===== config.mk =====
export PLATFORM = sky130hd
export DESIGN_NAME = plot_op_scheduler
export DESIGN_NICKNAME = d
export VERILOG_FILES = /design/src/rtl/plot_op_scheduler.sv
export SDC_FILE = /design/constraint.sdc
export NUM_CORES = 1
export LEC_CHECK = 0
export ABC_AREA = 0
export ABC_CLOCK_PERIOD_IN_PS = 3400
export CORE_ASPECT_RATIO = 0.8
export CORE_UTILIZATION = 35
export DETAILED_ROUTE_END_ITERATION = 8
export MAX_ROUTING_LAYER = met4
export PLACE_DENSITY = 0.72
export SYNTH_ARGS = -nofsm -noshare
export SYNTH_HDL_FRONTEND = slang
export SYNTH_SLANG_ARGS = --single-unit

===== constraint.sdc =====
create_clock -name clock -period 3.4 [get_ports clock]
set_clock_uncertainty 0.1 [all_clocks]
set_input_delay 0.68 -clock clock [delete_from_list [all_inputs] [get_ports clock]]
set_output_delay 0.68 -clock clock [all_outputs]
set_load 0.05 [all_outputs]

===== src/rtl/plot_op_scheduler.sv =====
// plot_op_scheduler: grants the shared pixel-plot path to one of five requesters and times its op line.
// Optional SCHED_RR_EN: round-robin among draw/heap/erase instead of fixed order 2,0,1.
`default_nettype none

module plot_op_scheduler #(
    parameter int CUBE_CYCLES  = 16,
    parameter int ROW_CYCLES   = 160,
    parameter int CLEAR_CYCLES = 16384,
    parameter int GAP_CYCLES   = 2
) (
    input  logic        clock,
    input  logic        reset,
    input  logic [4:0]  req,
    input  logic [34:0] req_x,
    input  logic [34:0] req_y,
    input  logic [14:0] req_colour,
    output logic [4:0]  grant,
    output logic [4:0]  done,
    output logic [6:0]  out_x,
    output logic [6:0]  out_y,
    output logic [2:0]  out_colour,
    output logic        draw,
    output logic        heap,
    output logic        erase,
    output logic        erase_complete,
    output logic        draw_all_black,
    output logic        busy
);

    localparam int MAX_A   = (CUBE_CYCLES > ROW_CYCLES) ? CUBE_CYCLES : ROW_CYCLES;
    localparam int MAX_DUR = (MAX_A > CLEAR_CYCLES) ? MAX_A : CLEAR_CYCLES;
    localparam int CW      = (MAX_DUR > 1) ? $clog2(MAX_DUR) : 1;

    localparam logic [1:0] S_IDLE = 2'd0;
    localparam logic [1:0] S_RUN  = 2'd1;
    localparam logic [1:0] S_GAP  = 2'd2;

    logic [1:0]    state, state_n;
    logic [CW-1:0] cnt, cnt_n;
    logic [4:0]    lines, lines_n, grant_n, done_n;
    logic [6:0]    x_n, y_n, sel_x, sel_y;
    logic [2:0]    colour_n, sel_colour;
    logic          busy_n;
    logic [4:0]    win;
    logic [2:0]    low_win;
    logic [CW-1:0] dur_sel;
    logic          accept;

    assign accept = (state == S_IDLE) && (req != 5'd0);

`ifdef SCHED_RR_EN
    logic [1:0] last;

    // Scan from last+1 modulo 3; iterating downwards leaves the first hit in low_win.
    always_comb begin
        low_win = 3'b000;
        for (int k = 3; k >= 1; k--) begin
            int t;
            t = (int'(last) + k) % 3;
            if (req[t]) low_win = 3'b001 << t;
        end
    end

    always_ff @(posedge clock) begin
        if (reset) begin
            last <= 2'd2;
        end else if (accept && (win[2:0] != 3'b000)) begin
            last <= win[0] ? 2'd0 : (win[1] ? 2'd1 : 2'd2);
        end
    end
`else
    // Erase ahead of draw so a moving cube clears its old position first.
    always_comb begin
        low_win = 3'b000;
        if (req[2])      low_win = 3'b100;
        else if (req[0]) low_win = 3'b001;
        else if (req[1]) low_win = 3'b010;
    end
`endif

    always_comb begin
        win = 5'd0;
        if (req[4])      win = 5'b10000;
        else if (req[3]) win = 5'b01000;
        else             win = {2'b00, low_win};
    end

    always_comb begin
        sel_x      = 7'd0;
        sel_y      = 7'd0;
        sel_colour = 3'd0;
        for (int i = 0; i < 5; i++) begin
            if (win[i]) begin
                sel_x      = req_x[7*i +: 7];
                sel_y      = req_y[7*i +: 7];
                sel_colour = req_colour[3*i +: 3];
            end
        end
        if (win[4])      dur_sel = CW'(CLEAR_CYCLES - 1);
        else if (win[3]) dur_sel = CW'(ROW_CYCLES - 1);
        else             dur_sel = CW'(CUBE_CYCLES - 1);
    end

    always_ff @(posedge clock) begin
        if (reset) begin
            state      <= S_IDLE;
            cnt        <= '0;
            lines      <= 5'd0;
            grant      <= 5'd0;
            done       <= 5'd0;
            out_x      <= 7'd0;
            out_y      <= 7'd0;
            out_colour <= 3'd0;
            busy       <= 1'b0;
        end else begin
            state      <= state_n;
            cnt        <= cnt_n;
            lines      <= lines_n;
            grant      <= grant_n;
            done       <= done_n;
            out_x      <= x_n;
            out_y      <= y_n;
            out_colour <= colour_n;
            busy       <= busy_n;
        end
    end

    always_comb begin
        state_n = state;
        cnt_n   = cnt;
        case (state)
            S_IDLE: begin
                if (accept) begin
                    state_n = S_RUN;
                    cnt_n   = dur_sel;
                end
            end
            S_RUN: begin
                if (cnt == '0) begin
                    state_n = S_GAP;
                    cnt_n   = CW'(GAP_CYCLES - 1);
                end else begin
                    cnt_n = cnt - 1'b1;
                end
            end
            S_GAP: begin
                if (cnt == '0) state_n = S_IDLE;
                else           cnt_n   = cnt - 1'b1;
            end
            default: state_n = S_IDLE;
        endcase
    end

    // Next values of the registered outputs; the op line register doubles as the winner record.
    always_comb begin
        grant_n  = accept ? win : 5'd0;
        done_n   = ((state == S_RUN) && (cnt == '0)) ? lines : 5'd0;
        lines_n  = 5'd0;
        if (accept)                             lines_n = win;
        else if ((state == S_RUN) && (cnt != '0)) lines_n = lines;
        x_n      = accept ? sel_x : out_x;
        y_n      = accept ? sel_y : out_y;
        colour_n = accept ? sel_colour : out_colour;
        busy_n   = (state_n != S_IDLE);
    end

    assign draw           = lines[0];
    assign heap           = lines[1];
    assign erase          = lines[2];
    assign erase_complete = lines[3];
    assign draw_all_black = lines[4];

endmodule

`default_nettype wire


## After elaboration in Yosys (flattened, before gate mapping)

Index checks and enable logic that the tools add are counted.

| operators by class | value |
|---|---|
| $add $sub $neg | 1 |
| eq/ne operators | 5 |
| multiplexer cells | 32 |
| bitwise logic cells | 2 |
| reduce and logical (&&, ||, !) cells | 12 |

Operators with widths:

| kind | number |
|---|---|
| 2-to-1 mux 7 bit | 10 |
| 2-to-1 mux 14 bit | 4 |
| one-hot mux 14 bit (3 select lines) | 1 |
| 2-to-1 mux 3 bit | 6 |
| 2-to-1 mux 5 bit | 3 |
| zero test 14 bit | 1 |
| nonzero test 14 bit | 1 |
| subtractor 14 x 1 -> 14 bit (second input constant) | 1 |
| 2-to-1 mux 2 bit | 5 |
| 2-to-1 mux 8 bit | 1 |
| != test 2 bit (second input constant) | 3 |
| one-hot mux 2 bit (3 select lines) | 1 |
| nonzero test 5 bit | 1 |
| 2-to-1 mux 4 bit | 1 |
| OR reduction 2 bit | 2 |
| logical AND 1 bit | 3 |
| AND reduction 3 bit | 1 |
| nonzero test 3 bit | 1 |
| == test 2 x 1 -> 1 bit (second input constant) | 1 |
| == test 2 bit (second input constant) | 1 |
| zero test 2 bit | 1 |
| NOT 1 bit | 2 |
| nonzero test 2 bit | 1 |

| word-level totals | value |
|---|---|
| bits in registers | 49 |
| input port bits | 92 |
| output and inout bits | 33 |
| word-level logic and storage cells | 61 |

## Depth between registers and ports, before layout

Gate-level depths: netlist of the first run.

| logic depth | value |
|---|---|
| word-level depth | 10 |
| mapped depth | 9 |
| gate-level depth less buffers | 7 |

## Least setup slack after synthesis of the first run

OpenSTA, ideal clock, no wires.

| path | value |
|---|---|
| path type | flip-flop to flip-flop |
| from | register cnt[4] |
| to | register busy |
| setup time | 119 ps |
| data arrival time | 2171 ps |
| required time | 3181 ps |
| setup slack | 1010 ps |
| stages on the path, launching flop included | 8 |
| buffers on the path | 2 |
| period minus slack after synthesis | 2390 ps |
| cells stage by stage | dfxtp_1 > or4_1 > buf_2 > or4_4 > buf_6 > and2_4 > o311a_1 > o21bai_1 |

| on the way | value |
|---|---|
| longest elaborated chain between the ends | 4 |
| elaborated cells on any way between the ends | 5 |
| those cells by class | mux (3); reduce/logical (2) |

RTL lines:

| what | line | RTL |
|---|---|---|
| start, declared | 39 | `logic [CW-1:0] cnt, cnt_n;` |
| start signal, assigned | 117 | `cnt <= cnt_n;` |
| zero test 14 bit (*) | 139, 147 |  |
| 2-to-1 mux 2 bit (on tied branches) | 147, 139 |  |
| one-hot mux 2 bit (3 select lines) (*) | 131 | `case (state)` |
| nonzero test 2 bit (*) | 164 | `busy_n = (state_n != S_IDLE);` |
| end signal, assigned | 124 | `busy <= busy_n;` |
| end, declared | 27 | `output logic busy` |

Mark *: on every way between the ends. The rest lies on a longest branch, timed or not.
A chain may end at the register's enable or synchronous reset.

## Final worst setup path of the first run

| path | value |
|---|---|
| from | register cnt[0] |
| to | register cnt[3] |

| on the way | value |
|---|---|
| longest elaborated chain between the ends | 3 |
| elaborated cells on any way between the ends | 7 |
| those cells by class | add/sub (1); eq/ne (1); mux (3); reduce/logical (2) |

RTL lines:

| what | line | RTL |
|---|---|---|
| subtractor 14 x 1 -> 14 bit / zero test 14 bit (equally long branches) | n/a |  |
| 2-to-1 mux 14 bit, or another cell as far along | 147 | `if (cnt == '0) state_n = S_IDLE;` |
| one-hot mux 14 bit (3 select lines) / AND reduction 3 bit (equally long branches) | n/a |  |

Parallel ways exist; a longest one is shown, timed or not. The select of a mux whose other input is x is not followed.

==> summary.txt, run 1 <==
Status
  – Run status: finished clean

Placed design
  – Dpl hpwl: just under 7 mm
  – Area after DPL: about 4100 µm²
  – Dpl ws: about 0.55 ns
  – GP Congestion: around 0.9
  – Placed cells: roughly 550
  – Port buffer count: around 120

Floorplan
  – I/O pin cnt: between 100 and 150
  – Initial Util: 0.366
  – Die ar.: about 8200 µm²
  – Horiz. Die Dim: 101 µm
  – Die height: approximately 80 µm
  – Core Area: approximately 7500 µm²
  – Row count: 28

Logic synthesis
  – Syn nets: approximately 430
  – Top_reg_cell synth: dfxtp_1
  – Syn Area/Cell: roughly 8.2 µm²
  – Post-synthesis sequential area ratio: 0.359
  – Yosys top cell area share: 0.359
  – Dominant cells by area after synthesis: dfxtp_1, a21oi_1, a22oi_1
  – Cell taking the most area after synthesis: dfxtp_1
  – Yosys Warn Count: 0
  – Post-Synthesis Cell Area: 2730 µm²
  – Register bit total from synthesis: 49
  – Ys async rst share: 0
  – Gate Count Post-Synth: 333
  – EDFF count, synth: 0
  – Post-synthesis cell type count: 53

Pwr
  – Total design power: roughly 1.5 mW
  – Leakage power: roughly 1.5 nW
  – Worst vdd ir: ~0.00017 V
  – Power per cell area: 366 nW/µm²

Critical path
  – Worst r2r dst: cnt[3]$_SDFFE_PP0P_
  – Crit. End Element: register
  – Setup Crit Path Kind: reg -> reg
  – Worst R2R Start: cnt[0]$_SDFFE_PP0P_
  – Setup crit start kind: register
  – CP max FO: 18
  – WP data arrival: ~3 ns
  – R2r setup slk: between 0.4 and 0.5 ns
  – Worst path required time: approximately 3.5 ns
  – R2R depth: 7

Finish
  – Fill cells: 690
  – Area grow syn2layout: 52.7%
  – Reg area: a little under 1000 µm²
  – Layout cells sized above 1: 0.0800
  – Util after Layout: 0.559
  – N_diodes: 0
  – # nets final: between 500 and 600
  – Final std cell area, no fill: ~4200 µm²
  – Area of the multi-input gates: ~1600 µm²
  – Non-filler instance count after layout: between 500 and 600

Global routing
  – Initial antenna violation count: 0
  – Total GRT Usage: 0.219
  – Vias in the first global route: roughly 2800
  – GRT overflow: 0
  – Largest net degree at the start of global routing: 30
  – First-pass GRT wire length: between 10 and 15 mm

STA
  – Rel. slew slack: 0.481
  – Final setup fails: 0
  – Final hold slack: approximately 0.36 ns
  – Worst slew pin tran: between 0.7 and 0.8 ns
  – Worst setup margin: a little under 0.5 ns
  – Final period util: 0.857
  – Final setup TNS: 0 ns
  – RSZ-0062 raised after global routing: false
  – Max-slew violation count: 0
  – Fin. Hold Viols: 0
  – FMAX: ~340 MHz
  – Min Tclk post-route: 2.91 ns

Hold path
  – Hold path start: out_x[3]$_SDFFE_PP0N_
  – Tightest Hold Check Type: reg -> reg
  – Hold path depth: 2
  – WHS Endpoint: out_x[3]$_SDFFE_PP0N_

Detailed routing
  – DR iter-0 viols: 179
  – Drt wl/cell: approximately 16 µm
  – Via count: 3056
  – Routed WL: 8.78 mm
  – Drt drc: 0
  – Vias/cell: around 5.5
  – Final ANT Viol Nets: 0
  – First-pass DRT Iterations: 4

Clock network
  – Number of buffers created by CTS: 5
  – Clock transition at path regs: 0.10 ns
  – Clk buf depth: 2
  – # resized after CTS: 0
  – Setup Fix Bufs, Post-CTS: 0
  – Clock sink count: between 40 and 50
  – CTS tree: built
  – H-Tree Level Count: 2
  – Later-pin clock latency in the skew report: between 0.3 and 0.4 ns
  – Post-CTS Hold Buffers: 0
  – CTS Root Cell: clkbuf_8

Run
  – Max Cap Viol: 0
## layout by cell type (no fill, tap or decap), drive strengths merged, types with 7 or more instances in the layout
cell,count
clkdlybuf4s50,124
dfxtp,49
a21oi,35
nor2,29
a22oi,19
nor3,17
inv,17
buf,13
o211ai,12
nor2b,11
nand2,11
a211oi,10
o22ai,9
o31ai,9
a221oi,8
and2,7
## where the power goes
part | switching [mW] | total [mW] | internal, mW
clock network | 0.217 | 0.368 | 0.150
registers | 0.0304 | 0.646 | 0.616
logic | 0.278 | 0.512 | 0.234
## area by class of cell
cell class	count	share of cell area
clock buffers	5	0.0165
clock inverters	3	0.00600
inverters	15	0.0135
multi-input cells	241	0.376
flip-flops and latches	49	0.235
well taps	105	0.0315
repair buffers	137	0.321
## how the worst max path moves through the flow
stage                             start             endpoint  slack, ns  cells after the start
global placement    cnt[4]$_SDFFE_PP0P_  cnt[3]$_SDFFE_PP0P_       0.62                      5
CTS                 cnt[0]$_SDFFE_PP0P_  cnt[3]$_SDFFE_PP0P_       0.54                      7
detailed placement  cnt[4]$_SDFFE_PP0P_  cnt[3]$_SDFFE_PP0P_       0.55                      5
global route        cnt[0]$_SDFFE_PP0P_  cnt[3]$_SDFFE_PP0P_       0.39                      7
finish              cnt[0]$_SDFFE_PP0P_  cnt[3]$_SDFFE_PP0P_       0.49                      7
floorplan           cnt[4]$_SDFFE_PP0P_      busy$_SDFF_PP0_       1.01                      7
## per-layer routing
metal | track usage | vias to the layer above | routed length (µm)
li1 | - | 1504 | -
met1 | 0.293 | 1428 | 4040
met2 | 0.327 | 117 | 4040
met3 | 0.0628 | 7 | 630
met4 | 0.0464 | 0 | 75
met5 | - | - | 0
## logic make-up (layout without fill, tap and decap cells)
logic type                 count (synthesis)  after routing  share of synthesized area
AOI/OAI and AO/OA                        137            137                      0.358
adders and majority gates                  6              6                     0.0275
and+or+nand+nor                           98             98                      0.188
buffers and inverters                     43            160                     0.0678
DFF                                       49             49                      0.359
## sequential cells by signal, summed over array words and instances, names as in the netlist
signal / flops
done: 5
lines: 5
busy: 1
out_x: 7
out_colour: 3
state: 2
cnt: 14
grant: 5
out_y: 7
## synth_stat cells, drive strengths merged (2+ instances only)
cell type  number
or3b            2
a211oi         10
a221oi          8
or4             3
nand3           3
o21a            3
nor2           29
or3             4
o22ai           9
o21ai           6
buf             9
and3            6
clkbuf         19
nand2          11
a22oi          19
o221ai          2
a31oi           4
a21oi          35
dfxtp          49
nor2b          11
o211ai         12
inv            15
or4b            2
o21bai          2
a32oi           4
o31ai           9
nor3           17
o32ai           6
ha              6
and2            7
## worst max-delay path: stages, from the launching register on
cell	delay, ns
dfxtp_1	0.35
inv_1	0.13
ha_1	0.18
or3b_2	0.44
or4_4	0.49
o21ai_4	0.42
nand2b_1	0.47
o221ai_1	0.20
(Power assumes the default switching activity.)
==> run 2: changes to the inputs <==
CORE_ASPECT_RATIO = 2   (was 0.8)
==> summary.txt, run 2 (synthesis results as in run 1) <==
Status
  – Run status: finished clean

Pwr
  – Leakage power: 1.57 nW (+3.4%)
  – Power per cell area: 423 nW/µm² (+16%)
  – Total design power: 1.80 mW (+18%)
  – Worst vdd ir: 0.000222 V (+32%)

Global routing
  – Vias in the first global route: 3113 (+13%)
  – Initial antenna violation count: 0 (unchanged)
  – First-pass GRT wire length: 15.4 mm (+15%)
  – Total GRT Usage: 0.249 (+0.0301)
  – GRT overflow: 0 (unchanged)
  – Largest net degree at the start of global routing: 28 (-6.7%)

Critical path
  – Worst r2r dst: cnt[3]$_SDFFE_PP0P_
  – CP max FO: 18 (unchanged)
  – WP data arrival: 3.00 ns (about the same)
  – Crit. End Element: register
  – CP max stage delay: 0.50 ns (about the same)
  – R2r setup slk: 0.45 ns (-0.03 ns)
  – Setup crit start kind: register
  – Cell breakdown of the critical path: inv_1, ha_1, or3b_2, or4_4, o21ai_4, nand2b_1, o221ai_1
  – Critical path's slowest cell: or4_4
  – Worst path required time: 3.45 ns (-0.03 ns)
  – Worst R2R Start: cnt[0]$_SDFFE_PP0P_
  – R2R depth: 7 (unchanged)
  – Setup Crit Path Kind: reg -> reg

STA
  – Final setup TNS: 0 ns (unchanged)
  – FMAX: 339 MHz (-1.2%)
  – Worst slew pin tran: 0.595 ns (-0.175 ns)
  – Final period util: 0.867 (+0.0102)
  – Final setup fails: 0 (unchanged)
  – Fin. Hold Viols: 0 (unchanged)
  – Min Tclk post-route: 2.95 ns (+0.0346 ns)
  – Max-slew violation count: 0 (unchanged)
  – Rel. slew slack: 0.602 (+0.122)
  – RSZ-0062 raised after global routing: false

Finish
  – Area grow syn2layout: 55.8%
  – Max reg flops: 14 (unchanged)
  – Commonest cells after routing, fill and taps aside: clkdlybuf4s50_1, dfxtp_1, a21oi_1
  – Layout cells sized above 1: 0.0798 (-0.000177)
  – Final std cell area, no fill: 4260 µm² (+2.1%)
  – Regs by FF count: cnt (14), out_x (7), out_y (7)
  – # nets final: 548 (+0.18%)
  – N_diodes: 0 (unchanged)
  – Most common cell after layout, fill and taps aside: clkdlybuf4s50_1
  – Largest Register: cnt

Detailed routing
  – Drt wl/cell: 17.4 µm (+9.8%)
  – Routed WL: 9.47 mm (+7.8%)
  – Drt drc: 0 (unchanged)
  – Via count: 3087 (+1.0%)
  – Vias/cell: 5.66 (+2.9%)
  – First-pass DRT Iterations: 4 (unchanged)
  – DR iter-0 viols: 173 (-3.4%)
  – Final ANT Viol Nets: 0 (unchanged)

Hold path
  – Hold path depth: 2 (unchanged)
  – Tightest Hold Check Type: reg -> reg
  – WHS Endpoint: out_x[1]$_SDFFE_PP0N_
  – Hold path start: out_x[1]$_SDFFE_PP0N_

Floorplan
  – Initial Util: 0.362 (-0.00401)
  – Horiz. Die Dim: 64.5 µm (-36%)
  – I/O pin cnt: 125 (unchanged)
  – Row count: 45 (+61%)
  – Die height: 127 µm (+57%)
  – Die ar.: 8180 µm² (+0.23%)
  – Core Area: 7540 µm² (+1.1%)

Clock network
  – Setup Fix Bufs, Post-CTS: 0 (unchanged)
  – Later-pin clock latency in the skew report: 0.29 ns (-0.02 ns)
  – Clock sink count: 49 (unchanged)
  – Number of buffers created by CTS: 5 (unchanged)
  – Clk buf depth: 2 (unchanged)
  – Clock transition at path regs: 0.06 ns (-0.04 ns)
  – Post-CTS Hold Buffers: 0 (unchanged)
  – H-Tree Level Count: 2 (unchanged)
  – CTS tree: built
  – # resized after CTS: 0 (unchanged)
  – CTS Root Cell: clkbuf_16

Placed design
  – Dpl hpwl: 7.52 mm (+11%)
  – GP Congestion: 0.904 (+3.0%)
  – Port buffer count: 124 (unchanged)
  – Area after DPL: 4070 µm² (-0.25%)

Run
  – Max Cap Viol: 0 (unchanged)
## run 2: cell count changes in the layout (fill, tap and decap cells not counted), moves of 2 or more
cell,previous run,this run
inv_6,2,0
clkbuf_8,5,0
bufinv_16,0,2
clkbuf_16,0,5
## run 2: power by group
| part | switching, mW | internal (mW) |
|---|---|---|
| Combinational | 0.279 | 0.234 |
| Clock | 0.217 | 0.420 |
| Sequential | 0.0334 | 0.616 |
## run 2: how the worst max path moves through the flow
stage	to	cells past startpoint	startpoint
6_report	cnt[3]$_SDFFE_PP0P_	7	cnt[0]$_SDFFE_PP0P_
2_1_floorplan	busy$_SDFF_PP0_	7	cnt[4]$_SDFFE_PP0P_
3_3_place_gp	lines[4]$_SDFFE_PP0P_	6	req[4]
3_5_place_dp	out_colour[0]$_SDFFE_PP0N_	6	req[4]
5_1_grt	cnt[3]$_SDFFE_PP0P_	7	cnt[0]$_SDFFE_PP0P_
4_1_cts	cnt[3]$_SDFFE_PP0P_	5	cnt[4]$_SDFFE_PP0P_
## run 2: area by class of cell
class / instances / area, µm²
Fill cell: 722 / 3290
Clock inverter: 3 / 65.1
Clock buffer: 5 / 125
Sequential cell: 49 / 981
Multi-Input combinational cell: 241 / 1570
Tap cell: 94 / 118
Inverter: 15 / 56.3
Timing Repair Buffer: 138 / 1350
## run 2: through the flow
step	hold slack, ns	utilization	cells	setup WS (ns)
CTS	0.363	0.564	545	0.489
detailed placement	0.352	0.539	537	0.410
finish	0.363	0.564	545	0.452
global route	0.386	0.564	545	0.323
global placement	0.348	0.539	537	0.511
floorplan	0.344	-	333	1.01
## run 2: routing by layer
| layer | track usage | wire length [µm] |
|---|---|---|
| met5 | - | 0 |
| met4 | 0.118 | 299 |
| met3 | 0.0297 | 344 |
| met2 | 0.453 | 5430 |
| met1 | 0.256 | 3390 |
## run 2: worst max-delay path: cells and delay by family, from the launching register on
| family | cells | cell delay [ns] |
|---|---|---|
| AOI/OAI and AO/OA | 2 | 0.62 |
| DFF | 1 | 0.35 |
| and+or+nand+nor | 3 | 1.42 |
| adders and majority gates | 1 | 0.18 |
| buffers and inverters | 1 | 0.13 |
